$ cat src/rtl/attitude_pkg.sv
// Shared types and constants for the attitude sampling path.
package attitude_pkg;

  localparam int unsigned DEG_THRESHOLD = 15;
  localparam int unsigned ATT_W         = 4;

  typedef enum logic [1:0] {
    StIdle,
    StWait,
    StReq,
    StEval
  } state_e;

endpackage

$ cat src/rtl/Roll_Pitch_Encoder.sv
// Maps raw roll/pitch (1/16 deg LSB) to the 4-bit attitude code
// {sgn roll, sgn pitch, |roll| > threshold, |pitch| > threshold}.
module Roll_Pitch_Encoder
  import attitude_pkg::*;
(
  input  logic [15:0]      roll_raw_i,
  input  logic [15:0]      pitch_raw_i,
  output logic [ATT_W-1:0] code_o
);

  logic [15:0] roll_abs;
  logic [15:0] pitch_abs;

  always_comb begin
    // 0x8000 negates to itself, which still reads as a large magnitude.
    roll_abs  = roll_raw_i[15]  ? (~roll_raw_i + 16'd1)  : roll_raw_i;
    pitch_abs = pitch_raw_i[15] ? (~pitch_raw_i + 16'd1) : pitch_raw_i;
    code_o    = {roll_raw_i[15], pitch_raw_i[15],
                 (roll_abs >> 4) > 16'(DEG_THRESHOLD),
                 (pitch_abs >> 4) > 16'(DEG_THRESHOLD)};
  end

endmodule

$ cat src/rtl/attitude_sample_scheduler.sv
// Periodically requests IMU samples, debounces the encoded attitude and
// flags acknowledge timeouts.
module attitude_sample_scheduler
  import attitude_pkg::*;
#(
  parameter int unsigned SAMPLE_DIV     = 500000,
  parameter int unsigned STABLE_COUNT   = 3,
  parameter int unsigned TIMEOUT_CYCLES = 1023
) (
  input  logic             i_Clk,
  input  logic             i_Rst_n,
  input  logic             i_Enable,
  output logic             o_Sample_Req,
  input  logic             i_Sample_Ack,
  input  logic [15:0]      i_Roll_Raw,
  input  logic [15:0]      i_Pitch_Raw,
  input  logic             i_Clear_Fault,
  output logic [ATT_W-1:0] o_Attitude,
  output logic             o_Attitude_Valid,
  output logic             o_Fault
);

  localparam int unsigned TickW = $clog2(SAMPLE_DIV + 1);
  localparam int unsigned ToW   = $clog2(TIMEOUT_CYCLES + 1);
  localparam int unsigned StbW  = $clog2(STABLE_COUNT + 1);
  localparam logic [TickW-1:0] TickReload = TickW'(SAMPLE_DIV - 1);

  state_e           state_q, state_d;
  logic [TickW-1:0] tick_q, tick_d;
  logic [ToW-1:0]   to_q, to_d, to_inc;
  logic [StbW-1:0]  stable_q, stable_d;
  logic [ATT_W-1:0] prev_q, prev_d;
  logic [ATT_W-1:0] att_q, att_d;
  logic [15:0]      roll_q, roll_d, pitch_q, pitch_d;
  logic             req_q, req_d;
  logic             valid_q, valid_d;
  logic             fault_q, fault_d;
  logic             timeout;
  logic [ATT_W-1:0] cand;

  Roll_Pitch_Encoder u_encoder (
    .roll_raw_i  (roll_q),
    .pitch_raw_i (pitch_q),
    .code_o      (cand)
  );

  always_comb begin
    state_d  = state_q;
    tick_d   = tick_q;
    to_d     = to_q;
    stable_d = stable_q;
    prev_d   = prev_q;
    att_d    = att_q;
    roll_d   = roll_q;
    pitch_d  = pitch_q;
    req_d    = 1'b0;
    valid_d  = 1'b0;
    timeout  = 1'b0;
    to_inc   = to_q + 1'b1;

    if (!i_Enable) begin
      state_d  = StIdle;
      tick_d   = TickReload;
      to_d     = '0;
      stable_d = '0;
    end else begin
      unique case (state_q)
        StIdle: begin
          tick_d  = TickReload;
          state_d = StWait;
        end
        StWait: begin
          if (tick_q == '0) begin
            tick_d  = TickReload;
            to_d    = '0;
            req_d   = 1'b1;
            state_d = StReq;
          end else begin
            tick_d = tick_q - 1'b1;
          end
        end
        StReq: begin
          // Ack has priority over a timeout landing on the same edge.
          if (i_Sample_Ack) begin
            roll_d  = i_Roll_Raw;
            pitch_d = i_Pitch_Raw;
            to_d    = '0;
            state_d = StEval;
          end else if (to_inc == ToW'(TIMEOUT_CYCLES)) begin
            timeout = 1'b1;
            to_d    = '0;
            state_d = StWait;
          end else begin
            to_d  = to_inc;
            req_d = 1'b1;
          end
        end
        StEval: begin
          if (cand == prev_q) begin
            stable_d = (stable_q >= StbW'(STABLE_COUNT)) ? stable_q : stable_q + 1'b1;
          end else begin
            stable_d = StbW'(1);
          end
          prev_d = cand;
          if (stable_d == StbW'(STABLE_COUNT) && cand != att_q) begin
            att_d   = cand;
            valid_d = 1'b1;
          end
          state_d = StWait;
        end
        default: state_d = StIdle;
      endcase
    end

    fault_d = (fault_q & ~i_Clear_Fault) | timeout;
  end

  always_ff @(posedge i_Clk or negedge i_Rst_n) begin
    if (!i_Rst_n) begin
      state_q  <= StIdle;
      tick_q   <= '0;
      to_q     <= '0;
      stable_q <= '0;
      prev_q   <= '0;
      att_q    <= '0;
      roll_q   <= '0;
      pitch_q  <= '0;
      req_q    <= 1'b0;
      valid_q  <= 1'b0;
      fault_q  <= 1'b0;
    end else begin
      state_q  <= state_d;
      tick_q   <= tick_d;
      to_q     <= to_d;
      stable_q <= stable_d;
      prev_q   <= prev_d;
      att_q    <= att_d;
      roll_q   <= roll_d;
      pitch_q  <= pitch_d;
      req_q    <= req_d;
      valid_q  <= valid_d;
      fault_q  <= fault_d;
    end
  end

  assign o_Sample_Req     = req_q;
  assign o_Attitude       = att_q;
  assign o_Attitude_Valid = valid_q;
  assign o_Fault          = fault_q;

endmodule
$ cat config.mk
export PLATFORM = sky130hd
export DESIGN_NAME = attitude_sample_scheduler
export DESIGN_NICKNAME = d
export VERILOG_FILES = /design/src/rtl/attitude_pkg.sv /design/src/rtl/Roll_Pitch_Encoder.sv /design/src/rtl/attitude_sample_scheduler.sv
export SDC_FILE = /design/constraint.sdc
export NUM_CORES = 1
export LEC_CHECK = 0
export ABC_AREA = 1
export BUFFER_PORTS_ARGS = -buffer_cell sky130_fd_sc_hd__clkbuf_2
export CAP_MARGIN = 20
export CORE_MARGIN = 1
export CORE_UTILIZATION = 64
export DETAILED_ROUTE_END_ITERATION = 12
export PLACE_DENSITY = 0.86
export SETUP_SLACK_MARGIN = 0.05
export SLEW_MARGIN = 20
export SYNTH_ARGS = -nofsm -noshare
export SYNTH_HDL_FRONTEND = slang
export SYNTH_SLANG_ARGS = --single-unit
$ cat constraint.sdc
create_clock -name i_Clk -period 4.1 [get_ports i_Clk]
set_input_delay 0.615 -clock i_Clk [delete_from_list [all_inputs] [get_ports i_Clk]]
set_output_delay 0.615 -clock i_Clk [all_outputs]
set_load 0.005 [all_outputs]
# After elaboration in Yosys (flattened, before gate mapping)
# Cells that the tools add are included.
# totals
word_cells,78
out_inout_bits,7
in_bits,37
ff_bits,76
# op_classes
n_lt_le_gt_ge,3
n_eq_ne,12
add_sub_neg,5
n_reduce_logical,9
bitwise,5
n_mux,33
# ops
op,count
two-way mux 10 bit,4
two-way mux 19 bit,2
one-hot mux 19 bit (2 select lines),1
"adder 16 x 1 -> 16 bit, second input constant",2
two-way mux 16 bit,2
inverter 16 bit,2
"> comparator 12 x 4 -> 1 bit, second input constant",2
two-way mux 2 bit,10
one-hot mux 10 bit (2 select lines),1
zero test 19 bit,1
"subtractor 19 x 1 -> 19 bit, second input constant",1
two-way mux 1 bit,11
"adder 10 x 1 -> 10 bit, second input constant",1
"equality test 10 bit, second input constant",1
"equality test 2 bit, second input constant",3
"!= test 3 x 1 -> 1 bit, second input constant",2
one-hot mux 2 bit (3 select lines),1
AND reduction 2 bit,3
AND reduction 3 bit,2
equality test 4 bit,1
!= test 4 bit,1
"!= test 4 bit, second input constant",1
"!= test 3 bit, second input constant",1
"adder 2 x 1 -> 2 bit, second input constant",1
other kinds (10),10

# Longest topological paths before layout
# Gate-level depths: netlist of the first run.
# logic_depth
word_depth,13
depth_mapped,18
ltp_nobuf,18

# Modules after synthesis
# Synthesis of the first run repeated with hierarchy kept, for this count alone.
# unflattened
cells_unflattened,551
area_unflattened_um2,4409.2
# modules_own_cells
mod,area_each_um2,instances,cells_per_inst,seq_area_each_um2
attitude_sample_scheduler,3724.8,1,395,1901.8
Roll_Pitch_Encoder,684.4,1,156,0.0

# Worst setup path before layout of the first run
# Ideal clock, no wire load.
# synth_timing
path_kind,input-to-reg
start,in i_Enable
end,reg tick_q[16]
stages,14
arrival_time_ps,1812
path_slack_ps,2220
required_ps,4032
n_path_buf,0
setup_ps,68
path_cell_list,inv_2 -> nor2_1 -> inv_2 -> nor2_2 -> nor3_4 -> nand2_2 -> nor2_4 -> nand3_2 -> nor2_4 -> inv_2 -> nor2_1 -> inv_1 -> or2_0 -> nand3_1
# synth_via
elab_chain_len,1
word_cells_on_any_way,2
classes_between,1 x eq/ne; 1 x mux
# synth_rtl
item,line,rtl
"start, declared",attitude_sample_scheduler.sv:12,"input logic i_Enable,"
!= test 3 x 1 -> 1 bit (no line) or two-way mux 19 bit (tied branches),--,
"end signal, assigned",attitude_sample_scheduler.sv:133,tick_q <= tick_d;
"end, declared",attitude_sample_scheduler.sv:29,"logic [TickW-1:0] tick_q, tick_d;"
# Parallel ways exist; a longest one is shown, timed or not.
# A chain may end at the register's enable or synchronous reset.

# Worst setup path after layout of the first run
# layout_timing
start,reg state_q[0]
end,reg pitch_q[1]
# layout_via
elab_chain_len,2
# layout_rtl
item,line,rtl
"start, declared",attitude_sample_scheduler.sv:28,"state_e state_q, state_d;"
"start signal, assigned",attitude_sample_scheduler.sv:120,state_q <= StIdle;
"start signal, assigned",attitude_sample_scheduler.sv:132,state_q <= state_d;
equality test 2 bit,attitude_sample_scheduler.sv:67,unique case (state_q)
AND reduction 3 bit (no line),--,
"end signal, assigned",attitude_sample_scheduler.sv:139,pitch_q <= pitch_d;
"end, declared",attitude_sample_scheduler.sv:34,"logic [15:0] roll_q, roll_d, pitch_q, pitch_d;"
# No other way between the ends.

==> impl_metrics.toml, run 1 <==
[placement]
dp.cells = 623
dp_hpwl_mm = 5.97
port_buffers = 43
gp_congestion = 0.858

[drt]
via_count = 3434
viasPerCell = 5.38
ant_nets = 0
finalWirelength_mm = 8.55
drt_iter0_drc = 216
drc_errors = 0
wl_per_cell_um = 13.4
first_pass_iters = 4

[clock_tree]
root_buffer = "clkbuf_8"
cts-htree-levels = 3
cts_tree = "built"
cts_setup_buffers = 0
clock_path_buffers = 2
clkSinkCount = 76
cts_resized = 0
clk_pin_slew_ns = 0.08
cts_buffers = 9
holdBufCountCts = 0
insertion_delay_ns = 0.36

[synthesis]
synth.most_common_cell = "nand2_1"
syn_avg_cell_area_um2 = 8.24
ys_warn_count = 0
ys_async_sr_fraction_pct = 100
synth_cells = 512
ys_ff_latch = 76
yosysSeqAreaShare_pct = 45.1
syn-cell-area_um2 = 4220
synth_edf_count = 0
synth_common_cells = "136 x nand2_1, 76 x dfrtp_1, 67 x nor2_1"
synth_fp_nets = 556
synth_top_area_cell = "dfrtp_1"
synth_cell_types = 38
yosys.area.top_type_share_pct = 45.1
synthFlopType = "dfrtp_1"
synthTopCellsByArea = "dfrtp_1 45%, nand2_1 12%, nor2_1 6.0%"

[grt]
grt.overflow.total = 0
grt_max_degree = 77
antenna_found_initial = 0
grt_pass1_wl_mm = 15.0
grtUsageTotal_pct = 27.1
grt_pass1_vias = 3423

[worst_setup_path]
cp-end-kind = "flip-flop"
crit_cells = 4
rrSetupSlack_ns = 1.77
worstPathCellList = "inv_1 > ha_1 > nand3_2 > mux2_2"
critPathBufInv = 1
required_ns = 4.34
critPathLaunchType = "flip-flop"
setup.worst_path.start = "state_q[0]$_DFFE_PN0P_"
r2r-start = "state_q[0]$_DFFE_PN0P_"
crit_type = "flip-flop to flip-flop"
reg2reg_depth = 4
crit_path_max_incr_delay_ns = 0.77
cp_slowest_cell = "nand3_2"
cp.arrival_ns = 2.58
crit_fanout = 44
crit_family = "simple AND/OR/NAND/NOR gates"
r2r_end = "pitch_q[1]$_DFFE_PN0P_"

[sta]
slew_viol_final = 0
fmax_mhz = 429
worst_pin_slew_ns = 0.943
rsz0062_at_grt = "no"
finalSetupViolations = 0
finalClockSkew_ns = 0.00897
fin_crit_sh_pct = 56.9
hold_viol = 0
slew_headroom_pct = 37.0
min_period_ns = 2.33
tns_ns = 0

[floorplanning]
io_pins = 44
die_height_um = 83.2
core_area_um2 = 6350
dieArea_um2 = 6920
die_x_um = 83.2
row_count = 29
start_util_pct = 66.4

[power]
vdd_drop_max_mv = 0.434
sequentialPowerShare_pct = 41.8
leakagePower_uw = 0.00237
p_sw_uw = 1030
switching_share_pct = 37.5
pwr-share-clk_pct = 25.1
powerDensity_nw_per_um2 = 582
combPwrFrac_pct = 33.1
internal_power_uw = 1720

[layout]
num_antenna_cells = 0
nNetsFinal = 601
final_core_util_pct = 74.5
syn_to_final_growth_pct = 12.2
drive_gt1_share_pct = 23.0
fin_cells = 638

[run]
drv_cap = 0

[min_path]
min_path_type = "primary input to asynchronous set/reset pin"

[outcome]
outcome = "finished clean"
-- cell families after synthesis --
kind of cell	synth area share [%]
compound gates	5.01
xor+xnor	3.95
mux	5.61
flops	45.1
fa+ha+maj	2.08
simple gates	32.3
buf+inv	5.96
-- state kept, by name, summed over array words and instances, names as in the netlist --
| register | flops |
|---|---|
| state_q | 2 |
| o_Attitude | 4 |
| roll_q | 16 |
| o_Attitude_Valid | 1 |
| stable_q | 2 |
| o_Fault | 1 |
| pitch_q | 16 |
| prev_q | 4 |
| to_q | 10 |
| tick_q | 19 |
| o_Sample_Req | 1 |
-- metal layers --
metal | up-vias | part of all wire, % | track usage, %
li1 | 1711 | - | -
met1 | 1627 | 43 | 32.5
met2 | 78 | 51 | 47.8
met3 | 18 | 4.0 | 6.26
met4 | 0 | 2.5 | 9.72
met5 | - | 0 | 0
-- metrics by stage --
step                      hold WS (ns)  worst slack, ns  total power (uW)  area [um2]
final                            0.392             1.77              2750        4730
after global routing             0.458             1.59              2940        4730
after CTS                        0.438             1.77              2760        4730
after detailed placement         0.474             1.78              2060        4490
after global placement           0.460             1.87              2000        4490
after floorplan                  0.319             2.22              1860        4220
-- worst register-to-register path: cells and delay by family (launching register included) --
family / cells / cell delay [ns]
adder cells (fa/ha/maj): 1 / 0.30
AND/OR/NAND/NOR: 1 / 0.78
flip-flops: 1 / 0.43
multiplexers: 1 / 0.60
buffers and inverters: 1 / 0.11
-- layout by cell type (no fill, tap or decap), types with 2 or more instances in the layout --
cell type / Yosys / layout
nor4_1: 2 / 2
nand2_1: 136 / 136
o211ai_1: 2 / 2
dfrtp_1: 76 / 76
inv_1: 45 / 45
mux2_2: 21 / 21
xnor2_1: 6 / 6
xor2_1: 13 / 13
nand2_2: 7 / 7
nand3_2: 6 / 7
clkinv_2: 0 / 2
or2_2: 3 / 3
ha_1: 7 / 7
nor2_4: 11 / 11
nand4_1: 3 / 3
inv_2: 9 / 9
bufinv_16: 0 / 3
a21oi_1: 14 / 14
nor2_1: 67 / 67
clkbuf_8: 0 / 10
o22ai_1: 2 / 2
o21ai_0: 11 / 11
nor3_1: 4 / 4
o21ai_1: 8 / 8
nor2_2: 6 / 6
clkbuf_2: 0 / 42
nand3_1: 32 / 31
-- worst max-delay path by stage --
| stage | endpoint | slack (ns) |
|---|---|---|
| after floorplan | tick_q[16]$_DFFE_PN0P_ | 2.22 |
| after global placement | tick_q[5]$_DFFE_PN0P_ | 1.87 |
| after detailed placement | tick_q[5]$_DFFE_PN0P_ | 1.78 |
| after CTS | pitch_q[9]$_DFFE_PN0P_ | 1.77 |
| after global routing | pitch_q[5]$_DFFE_PN0P_ | 1.59 |
| final | pitch_q[1]$_DFFE_PN0P_ | 1.77 |
-- power by group through the flow --
stage / logic (uW) / clock network, uW / registers [uW]
CTS: 919 / 696 / 1140
global placement: 860 / 0 / 1140
global route: 1040 / 729 / 1180
finish: 912 / 691 / 1150
floorplan: 776 / 0 / 1080
detailed placement: 903 / 0 / 1160
-- final cells by class --
cell class | count | area, um2
fill | 443 | 1620
tap | 77 | 96.3
clock buffer | 10 | 138
multi-input combinational | 372 | 2070
timing repair buffer | 43 | 218
clock inverter | 5 | 100
sequential | 76 | 1900
inverter | 55 | 209
No activity file was read; power rests on OpenSTA's default activity.
==> run 2: changes to the inputs <==
--- a/config.mk
+++ b/config.mk
@@ -5,13 +5,13 @@
 export SDC_FILE = /design/constraint.sdc
 export NUM_CORES = 1
 export LEC_CHECK = 0
-export ABC_AREA = 1
+export ABC_AREA = 0
 export BUFFER_PORTS_ARGS = -buffer_cell sky130_fd_sc_hd__clkbuf_2
 export CAP_MARGIN = 20
 export CORE_MARGIN = 1
-export CORE_UTILIZATION = 64
+export CORE_UTILIZATION = 58
 export DETAILED_ROUTE_END_ITERATION = 12
-export PLACE_DENSITY = 0.86
+export PLACE_DENSITY = 0.79
 export SETUP_SLACK_MARGIN = 0.05
 export SLEW_MARGIN = 20
 export SYNTH_ARGS = -nofsm -noshare
==> constraint.sdc (replaced) <==
create_clock -name i_Clk -period 2.3 [get_ports i_Clk]
set_input_delay 0.345 -clock i_Clk [delete_from_list [all_inputs] [get_ports i_Clk]]
set_output_delay 0.345 -clock i_Clk [all_outputs]
set_load 0.005 [all_outputs]
==> impl_metrics.toml, run 2 <==
[clock_tree]
clock_path_buffers = 2
cts_tree = "built"
root_buffer = "clkbuf_8"
clkSinkCount = 76
clk_pin_slew_ns = 0.08
cts-htree-levels = 3
insertion_delay_ns = 0.36
cts_buffers = 9

[outcome]
outcome = "finished with violations"
violations = "design-rule violations, negative setup slack"

[sta]
rsz0062_at_grt = "yes"
hold_viol = 0
finalSetupViolations = 6
fmax_mhz = 382
finalClockSkew_ns = 0.0105
holdWs_ns = 0.163
timing.final.ws_setup_ns = -0.315
slew_headroom_pct = 63.0
min_period_ns = 2.62
worst_pin_slew_ns = 0.555
slew_viol_final = 0
fin_crit_sh_pct = 114

[layout]
nNetsFinal = 509
fillers = 404
multi_input_area_um2 = 2080
largest_register_ffs = 19
drive_gt1_share_pct = 41.5
num_antenna_cells = 0
regArea_um2 = 1900
regMostFlops = "tick_q"
top_regs = "tick_q: 19 flops, pitch_q: 16 flops, roll_q: 16 flops"
final_common_cell = "dfrtp_1"
layout.cells.most_common_list = "74 x dfrtp_1, 53 x buf_4, 42 x clkbuf_2"
final_core_util_pct = 78.0
syn_to_final_growth_pct = 28.4

[grt]
grt_pass1_wl_mm = 13.9
grt_max_degree = 42
antenna_found_initial = 0
grt_pass1_vias = 3146
grtUsageTotal_pct = 25.1
grt.overflow.total = 0

[synthesis]
yosys.area.top_type_share_pct = 48.7
syn_avg_cell_area_um2 = 10.7
synth_edf_count = 0
synth.most_common_cell = "dfrtp_1"
ys_ff_latch = 76
yosysSeqAreaShare_pct = 48.7
ys_warn_count = 0
synthFlopType = "dfrtp_1"
synth_common_cells = "76 x dfrtp_1, 38 x mux2_2, 31 x nor2_1"
synthTopCellsByArea = "dfrtp_1 49%, mux2_2 11%, o21ai_0 3.1%"
syn-cell-area_um2 = 3900
synth_top_area_cell = "dfrtp_1"
ys_async_sr_fraction_pct = 100
synth_cells = 364
synth_cell_types = 51
synth_fp_nets = 408

[floorplanning]
core_area_um2 = 6420
die_height_um = 84.0
die_x_um = 84.0
row_count = 29
start_util_pct = 60.7
io_pins = 44
dieArea_um2 = 7060

[power]
powerDensity_nw_per_um2 = 852
vdd_drop_max_mv = 0.742
power_uw = 4270
leakagePower_uw = 0.00218

[worst_setup_path]
crit_type = "flip-flop to flip-flop"
worstPathCellList = "nor4_4 > and3_4 > a21oi_4 > a221oi_4 > xor2_1 > nand4_2 > nor4b_4 > buf_4 > mux2_4"
setup.worst_path.start = "roll_q[5]$_DFFE_PN0P_"
r2r-start = "roll_q[5]$_DFFE_PN0P_"
cp.arrival_ns = 2.85
cp-end-kind = "flip-flop"
cp_slowest_cell = "dfrtp_1"
reg2reg_depth = 9
crit_path_max_incr_delay_ns = 0.42
r2r_end = "o_Attitude[2]$_DFFE_PN0P_"
required_ns = 2.54
rrSetupSlack_ns = -0.32
critPathLaunchType = "flip-flop"
endpoint = "o_Attitude[2]$_DFFE_PN0P_"
crit_fanout = 4

[drt]
viasPerCell = 5.82
drc_errors = 2
first_pass_iters = 8
drt_iter0_drc = 133
via_count = 3186
dr_wl_met3_um = 331
met1_length_mm = 3.89
dr.max_layer_used = "met4"
wl_per_cell_um = 16.5
wl_met2_mm = 4.55
ant_nets = 0
finalWirelength_mm = 9.03

[min_path]
min_path_type = "primary input to flip-flop"

[placement]
gp_congestion = 0.823
dp_hpwl_mm = 5.53
port_buffers = 43

[run]
drv_cap = 0
## run 2: changes by cell type in the layout (fill, tap and decap cells not counted), moves of 7 or more
| cell | before | now |
|---|---|---|
| inv_2 | 9 | 2 |
| nand2_1 | 136 | 29 |
| nor2_4 | 11 | 1 |
| nand3_1 | 31 | 7 |
| o21ai_0 | 11 | 19 |
| nor2_1 | 67 | 30 |
| mux2_2 | 21 | 35 |
| a22o_1 | 0 | 7 |
| inv_1 | 45 | 11 |
| buf_4 | 1 | 53 |
## run 2: cell type report
type                            instances  share of cell area (%)
Clock inverter                          2                   0.775
Timing Repair Buffer                   99                    13.2
Sequential cell                        76                    38.0
Tap cell                               77                    1.92
Multi-Input combinational cell        266                    41.5
Clock buffer                           14                    3.65
Inverter                               13                   0.975
## run 2: stage by stage
stage	setup slack, ns	area, um2	setup TNS [ns]	cells
after floorplan	-0.229	3910	-0.710	364
after global placement	-0.205	4470	-0.971	515
after detailed placement	-0.327	4470	-2.01	515
after CTS	-0.313	4820	-1.33	538
after global routing	-0.473	5010	-2.82	547
final	-0.315	5010	-1.50	547
## run 2: kinds of logic after synthesis
kind of cell | share of synthesized area, %
muxes | 11.5
buffers and inverters | 2.89
adders and majority gates | 2.24
AOI/OAI and AO/OA | 12.0
and+or+nand+nor | 18.2
xor gates and xnor gates | 4.49
DFF | 48.7
## run 2: worst min path at each step
stage / startpoint / endpoint / cells past startpoint
after detailed placement: i_Rst_n / tick_q[4]$_DFFE_PN0P_ / 1
final: i_Clear_Fault / o_Fault$_DFF_PN0_ / 2
after floorplan: i_Rst_n / o_Attitude[0]$_DFFE_PN0P_ / 0
after global placement: i_Rst_n / tick_q[4]$_DFFE_PN0P_ / 1
after global routing: i_Clear_Fault / o_Fault$_DFF_PN0_ / 2
after CTS: i_Clear_Fault / o_Fault$_DFF_PN0_ / 2
## run 2: repair_timing
item | in CTS | in global routing
pin swaps | 9 | 18
setup endpoints to repair | 21 | 30
buffers inserted | 6 | 9
gates resized for setup | 15 | 33
endpoints found under the hold margin | 40 | 0
hold buffers | 1 | 0
## run 2: worst max-delay path, delay by kind of cell (launching register included)
kind	cells	cell delay, ns
AND/OR/NAND/NOR	4	0.95
AO/OA/AOI/OAI	2	0.39
XOR/XNOR	1	0.25
flip-flops	1	0.42
multiplexers	1	0.30
buffers and inverters	1	0.18
## run 2: where the power goes
group | leakage, uW | switching (uW) | internal, uW
clock | 0.000113 | 491 | 625
sequential | 0.000936 | 296 | 1620
combinational | 0.00113 | 574 | 660
total | 0.00218 | 1360 | 2910
## run 2: layer usage
metal	up-vias	track usage, %
met2	88	43.6
met1	1548	30.4
li1	1522	-
met3	28	4.85
met5	-	0
met4	0	11.1
